===== config.mk =====
export PLATFORM = sky130hd
export DESIGN_NAME = usb_packet_tx
export DESIGN_NICKNAME = d
export VERILOG_FILES = /design/src/rtl/usb_packet_tx.sv
export SDC_FILE = /design/constraint.sdc
export NUM_CORES = 1
export LEC_CHECK = 0
export BUFFER_PORTS_ARGS = -buffer_cell sky130_fd_sc_hd__buf_2
export CORE_MARGIN = 3
export CORE_UTILIZATION = 65
export DETAILED_ROUTE_END_ITERATION = 16
export GPL_ROUTABILITY_DRIVEN = 0
export MAX_ROUTING_LAYER = met4
export PLACE_DENSITY = 0.83
export SLEW_MARGIN = 25
export SYNTH_ARGS = -nofsm -noshare
export SYNTH_HDL_FRONTEND = slang
export SYNTH_SLANG_ARGS = --single-unit

===== constraint.sdc =====
create_clock -name clk -period 6.8 [get_ports clk]
set_input_delay 1.02 -clock clk [delete_from_list [all_inputs] [get_ports clk]]
set_output_delay 1.02 -clock clk [all_outputs]
set_load 0.01 [all_outputs]

===== src/rtl/usb_packet_tx.sv =====
// USB packet transmitter: SYNC, PID, optional FIFO payload with CRC16, then EOP.
// Serialises LSB first with bit stuffing and NRZI onto d_plus/d_minus.
module usb_packet_tx #(
    parameter int unsigned MAX_PAYLOAD  = 64,
    parameter int unsigned CLKS_PER_BIT = 8,
    parameter bit          LOW_SPEED    = 1'b0
) (
    input  logic                               clk,
    input  logic                               rst,
    input  logic                               tx_start,
    input  logic [1:0]                         tx_pid_sel,
    input  logic [$clog2(MAX_PAYLOAD+1)-1:0]   data_len,
    input  logic                               toggle_clr,
    input  logic [7:0]                         fifo_data,
    output logic                               fifo_r_enable,
    output logic                               is_txing,
    output logic                               tx_done,
    output logic                               data_toggle,
    output logic                               d_plus,
    output logic                               d_minus
);

    localparam int unsigned     LenW     = $clog2(MAX_PAYLOAD + 1);
    localparam int unsigned     CntW     = $clog2(CLKS_PER_BIT);
    localparam logic [LenW-1:0] MaxLen   = LenW'(MAX_PAYLOAD);
    localparam logic [CntW-1:0] BitLast  = CntW'(CLKS_PER_BIT - 1);
    localparam logic [1:0]      SelData  = 2'd3;
    localparam logic [7:0]      SyncByte = 8'h80;

    typedef enum logic [2:0] {
        StIdle,
        StSync,
        StPid,
        StData,
        StCrc,
        StEopSe0,
        StEopJ,
        StDone
    } state_e;

    state_e          state_q, state_d;
    logic [CntW-1:0] bit_cnt_q, bit_cnt_d;
    logic [3:0]      bit_idx_q, bit_idx_d;
    logic [15:0]     shift_q, shift_d;
    logic [15:0]     crc_q, crc_d;
    logic [2:0]      stuff_cnt_q, stuff_cnt_d;
    logic            stuffing_q, stuffing_d;
    logic            level_q, level_d;
    logic [1:0]      pid_sel_q, pid_sel_d;
    logic [7:0]      pid_q, pid_d;
    logic [LenW-1:0] pops_left_q, pops_left_d;
    logic [7:0]      byte_buf_q, byte_buf_d;
    logic            buf_valid_q, buf_valid_d;
    logic            toggle_q, toggle_d;

    logic            bit_end;
    logic            last_bit;
    logic            is_data;
    logic            emit_en;
    logic            emit_bit;
    logic            crc_en;
    logic            crc_bit;
    logic [7:0]      start_pid;
    logic [LenW-1:0] start_len;

    assign is_data     = (pid_sel_q == SelData);
    assign bit_end     = (bit_cnt_q == BitLast);
    assign last_bit    = (state_q == StCrc) ? (bit_idx_q == 4'd15) : (bit_idx_q == 4'd7);
    assign start_len   = (data_len > MaxLen) ? MaxLen : data_len;
    assign data_toggle = toggle_q;
    assign tx_done     = (state_q == StDone);
    assign is_txing    = (state_q != StIdle) && (state_q != StDone);

    // Next payload byte is fetched during the last raw bit of the byte on the line.
    assign fifo_r_enable = ((state_q == StPid) || (state_q == StData)) && is_data &&
                           (bit_idx_q == 4'd7) && !stuffing_q && (bit_cnt_q == '0) &&
                           (pops_left_q != '0);

    always_comb begin
        case (tx_pid_sel)
            2'd0:    start_pid = 8'hD2;
            2'd1:    start_pid = 8'h5A;
            2'd2:    start_pid = 8'h1E;
            default: start_pid = toggle_q ? 8'h4B : 8'hC3;
        endcase
    end

    always_comb begin
        state_d     = state_q;
        bit_cnt_d   = bit_cnt_q;
        bit_idx_d   = bit_idx_q;
        shift_d     = shift_q;
        crc_d       = crc_q;
        stuff_cnt_d = stuff_cnt_q;
        stuffing_d  = stuffing_q;
        level_d     = level_q;
        pid_sel_d   = pid_sel_q;
        pid_d       = pid_q;
        pops_left_d = pops_left_q;
        byte_buf_d  = byte_buf_q;
        buf_valid_d = buf_valid_q;
        toggle_d    = toggle_q;
        emit_en     = 1'b0;
        emit_bit    = 1'b0;
        crc_en      = 1'b0;
        crc_bit     = 1'b0;

        if (is_txing) begin
            bit_cnt_d = bit_end ? '0 : bit_cnt_q + 1'b1;
        end

        if (fifo_r_enable) begin
            byte_buf_d  = fifo_data;
            buf_valid_d = 1'b1;
            pops_left_d = pops_left_q - 1'b1;
        end

        unique case (state_q)
            StIdle: begin
                level_d = 1'b1;
                if (tx_start) begin
                    state_d     = StSync;
                    bit_cnt_d   = '0;
                    bit_idx_d   = '0;
                    shift_d     = {8'h00, SyncByte};
                    crc_d       = 16'hFFFF;
                    stuffing_d  = 1'b0;
                    pid_sel_d   = tx_pid_sel;
                    pid_d       = start_pid;
                    pops_left_d = (tx_pid_sel == SelData) ? start_len : '0;
                    buf_valid_d = 1'b0;
                    emit_en     = 1'b1;
                    emit_bit    = SyncByte[0];
                end
            end
            StSync, StPid, StData, StCrc: begin
                if (bit_end) begin
                    if (stuff_cnt_q == 3'd6) begin
                        // Stuffed zero: line position does not advance.
                        stuffing_d = 1'b1;
                        emit_en    = 1'b1;
                        emit_bit   = 1'b0;
                    end else begin
                        stuffing_d = 1'b0;
                        if (!last_bit) begin
                            shift_d   = {1'b0, shift_q[15:1]};
                            bit_idx_d = bit_idx_q + 4'd1;
                            emit_en   = 1'b1;
                            emit_bit  = shift_q[1];
                            crc_en    = (state_q == StData);
                            crc_bit   = shift_q[1];
                        end else begin
                            bit_idx_d = '0;
                            if (state_q == StSync) begin
                                state_d  = StPid;
                                shift_d  = {8'h00, pid_q};
                                emit_en  = 1'b1;
                                emit_bit = pid_q[0];
                            end else if (state_q == StCrc || !is_data) begin
                                state_d     = StEopSe0;
                                stuff_cnt_d = '0;
                                level_d     = 1'b1;
                            end else if (buf_valid_q) begin
                                state_d     = StData;
                                shift_d     = {8'h00, byte_buf_q};
                                buf_valid_d = 1'b0;
                                emit_en     = 1'b1;
                                emit_bit    = byte_buf_q[0];
                                crc_en      = 1'b1;
                                crc_bit     = byte_buf_q[0];
                            end else begin
                                state_d  = StCrc;
                                shift_d  = ~crc_q;
                                emit_en  = 1'b1;
                                emit_bit = ~crc_q[0];
                            end
                        end
                    end
                end
            end
            StEopSe0: begin
                if (bit_end) begin
                    if (bit_idx_q == 4'd1) begin
                        state_d   = StEopJ;
                        bit_idx_d = '0;
                    end else begin
                        bit_idx_d = bit_idx_q + 4'd1;
                    end
                end
            end
            StEopJ: begin
                if (bit_end) begin
                    state_d = StDone;
                end
            end
            StDone: begin
                state_d = StIdle;
                if (is_data) begin
                    toggle_d = ~toggle_q;
                end
            end
            default: state_d = StIdle;
        endcase

        if (toggle_clr) begin
            toggle_d = 1'b0;
        end

        // NRZI: a raw 0 toggles the line, a raw 1 holds it.
        if (emit_en) begin
            level_d     = emit_bit ? level_q : ~level_q;
            stuff_cnt_d = emit_bit ? stuff_cnt_q + 3'd1 : 3'd0;
        end

        if (crc_en) begin
            crc_d = {1'b0, crc_q[15:1]} ^ ((crc_q[0] ^ crc_bit) ? 16'hA001 : 16'h0000);
        end
    end

    always_comb begin
        unique case (state_q)
            StEopSe0: begin
                d_plus  = 1'b0;
                d_minus = 1'b0;
            end
            StSync, StPid, StData, StCrc: begin
                d_plus  = level_q ^ LOW_SPEED;
                d_minus = ~level_q ^ LOW_SPEED;
            end
            default: begin
                d_plus  = ~LOW_SPEED;
                d_minus = LOW_SPEED;
            end
        endcase
    end

    always_ff @(posedge clk) begin
        if (rst) begin
            state_q     <= StIdle;
            bit_cnt_q   <= '0;
            bit_idx_q   <= '0;
            shift_q     <= '0;
            crc_q       <= 16'hFFFF;
            stuff_cnt_q <= '0;
            stuffing_q  <= 1'b0;
            level_q     <= 1'b1;
            pid_sel_q   <= '0;
            pid_q       <= '0;
            pops_left_q <= '0;
            byte_buf_q  <= '0;
            buf_valid_q <= 1'b0;
            toggle_q    <= 1'b0;
        end else begin
            state_q     <= state_d;
            bit_cnt_q   <= bit_cnt_d;
            bit_idx_q   <= bit_idx_d;
            shift_q     <= shift_d;
            crc_q       <= crc_d;
            stuff_cnt_q <= stuff_cnt_d;
            stuffing_q  <= stuffing_d;
            level_q     <= level_d;
            pid_sel_q   <= pid_sel_d;
            pid_q       <= pid_d;
            pops_left_q <= pops_left_d;
            byte_buf_q  <= byte_buf_d;
            buf_valid_q <= buf_valid_d;
            toggle_q    <= toggle_d;
        end
    end

endmodule

==> reports/results.ini <==
[outcome]
status=complete, no violations

[cts]
insertion_delay_ps=350
cts_setup_buffers=0
htree_levels=3
clockBufferDepth=2
clockRootBuffer=clkbuf_8
cts.sinks=72
clkTransAtPathRegs_ps=70
cts_buffers=9
ctsHoldBuffers=0
tritoncts=built
cts_resized=0

[sta]
relSlewSlack_pct=37.3
hold_viol_final=0
setup_viol=0
skew_ps=8.23
holdWs_ps=467
fmax_mhz=300
final_max_slew_viol_count=0
setup_tns_ps=0
period_share_pct=49.1
fin_crit_ps=3340
grt_setup_unrepaired=false
worst_pin_slew_ps=940

[logic_synthesis]
synthTopCellsByArea=dfxtp_1 (38%), nor2_1 (6.3%), a21oi_1 (5.4%), nand2_1 (4.9%), ha_1 (4.3%)
syn_area_sq_mm=0.00377
ys_ff_latch=72
synth-edff-count=0
netlist_instances=471
synth-main-ff-cell=dfxtp_1
ys_warn_count=0
synth_fp_nets=505
yosysSeqAreaShare_pct=38.2
async_reset_ff_share_pct=0
synth_cell_types=62
yosysTopAreaCell=dfxtp_1
syn_area_per_cell_sq_um=8.01
synth.top_cell.area_share_pct=38.2

[setup_path]
crit_start=state_q[1]
worstReg2RegStart=state_q[2]
required_ps=5780
end_kind=primary output
critPathKind=register to primary output
reg2reg_slack_ps=3920
r2r.worst_path.cells=6
timing.rr.end=stuff_cnt_q[2]
critPathLaunchType=register
arrival_ps=2320
path_max_fanout=21

[route]
drt_iter0_markers=267
drt_pass1_iterations=4
wire_per_inst_um=15.5
viasPerCell=6.10
wl_met1_um=3740
routed.top_layer=met4
wl_um=8660
wl_met2_um=4320
dr_wl_met3_um=402
drc=0
vias=3410
drtAntennaViolNets=0

[layout]
drive_above_1_share_pct=12.5
n_fill_cell=428
nNetsFinal=516
diodes=0
area_growth_pct=9.98

[worst_hold_path]
min_to=byte_buf_q[4]
worstHoldStart=byte_buf_q[4]
hold_class=register to register
min_path_cells=2

[floorplanning]
fp.dieW_um=82.2
pin_count=27
placementRows=27
die-area_sq_mm=0.00676
core_sq_mm=0.00557
fp.dieH_um=82.2
initial_utilization_pct=67.7

[power_and_ir_drop]
netSwitchingPower_mw=0.456
p_comb_share_pct=28.7
power_frac_seq_pct=40.0
power_density_mw_per_mm2=316
p_clk_share_pct=31.3
peakVddDrop_uv=196
p_sw_share_pct=34.7
p_int_mw=0.858
p_leak_nw=1.51

[grt]
grt_pass1_vias=3208
grt_remaining_overflow=0
grt_pass1_wl_um=14600
grt_use_total_pct=29.0
grt_max_degree=51
antenna_found_initial=0

[placed_design]
io_buffers=26
place_hpwl_um=6040

[run]
drv_cap=0

==> synth_stat cells (5+ instances only) <==
library cell  count
xor2_1            5
nand3_1           5
nor3_1           27
inv_1            18
nand2b_1          5
o21ai_0          28
dfxtp_1          72
buf_2             7
a21oi_1          41
o211ai_1          8
nor4_1            5
and3_1            7
ha_1             13
a211oi_1         18
clkbuf_1         17
mux2i_1           8
nand2_1          49
nor2_1           63
xnor2_1           5
==> per-stage QoR <==
step	cell area [sq um]	worst slack, ps	cells	total power, mW	utilization [%]
6_report	4150	3460	559	1.31	74.5
3_5_place_dp	3900	3790	543	0.902	69.9
2_1_floorplan	3770	4320	471	0.822	-
3_3_place_gp	3890	3870	543	0.888	69.9
4_1_cts	4140	3470	559	1.31	74.3
5_1_grt	4150	3360	559	1.39	74.5
==> how the worst max path moves through the flow <==
| stage | to | slack (ps) |
|---|---|---|
| 4_1_cts | fifo_r_enable | 3470 |
| 6_report | fifo_r_enable | 3460 |
| 3_3_place_gp | pops_left_q[1] | 3870 |
| 2_1_floorplan | fifo_r_enable | 4320 |
| 5_1_grt | fifo_r_enable | 3360 |
| 3_5_place_dp | shift_q[6] | 3790 |
==> metal layers <==
metal  global-route usage [%]  vias up
met2                     46.7       88
met5                        -        -
li1                         -     1705
met1                     33.8     1594
met4                     14.5        0
met3                     6.83       23
==> cells in the final DEF, fill, tap and decap left out, drive strengths merged, types with 13 or more instances in the layout <==
cell type	instances
nand2	49
ha	13
nor2	63
a211oi	19
o21ai	31
dfxtp	72
inv	18
a21oi	42
buf	27
nor3	28
==> power by group through the flow <==
stage / registers [mW] / logic (mW) / clock network, mW
2_1_floorplan: 0.502 / 0.320 / 0
3_3_place_gp: 0.529 / 0.358 / 0
3_5_place_dp: 0.532 / 0.370 / 0
4_1_cts: 0.523 / 0.372 / 0.416
5_1_grt: 0.531 / 0.427 / 0.436
6_report: 0.525 / 0.377 / 0.411
==> flip-flops by register name, summed over array words and instances (netlist names) <==
name / cells
shift_q: 15
crc_q: 16
pid_q: 7
bit_idx_q: 4
state_q: 3
stuffing_q: 1
buf_valid_q: 1
bit_cnt_q: 3
pid_sel_q: 2
stuff_cnt_q: 3
byte_buf_q: 8
data_toggle: 1
level_q: 1
pops_left_q: 7
==> cell type report <==
cell class              count  area (sq um)  area share, %
repair buffers             27           138           3.32
clock buffers              11           141           3.41
inverters                  18          67.6           1.63
clock inverters             5           104           2.50
well taps                  72          90.1           2.17
flip-flops and latches     72          1440           34.7
multi-input cells         354          2170           52.2
==> worst max-delay path, stage by stage (launching register included) <==
cell	delay [ps]
dfxtp_1	810
nand2b_1	220
a2111oi_4	680
buf_2	250
==> cells by family after synthesis <==
| logic type | after synthesis | share of synthesized area, % |
|---|---|---|
| compound gates | 129 | 22.3 |
| xor+xnor | 10 | 2.32 |
| fa+ha+maj | 13 | 4.31 |
| buf+inv | 45 | 4.81 |
| flops | 72 | 38.2 |
| mux | 10 | 2.72 |
| simple gates | 192 | 25.3 |
No activity file was read; power rests on OpenSTA's default activity.
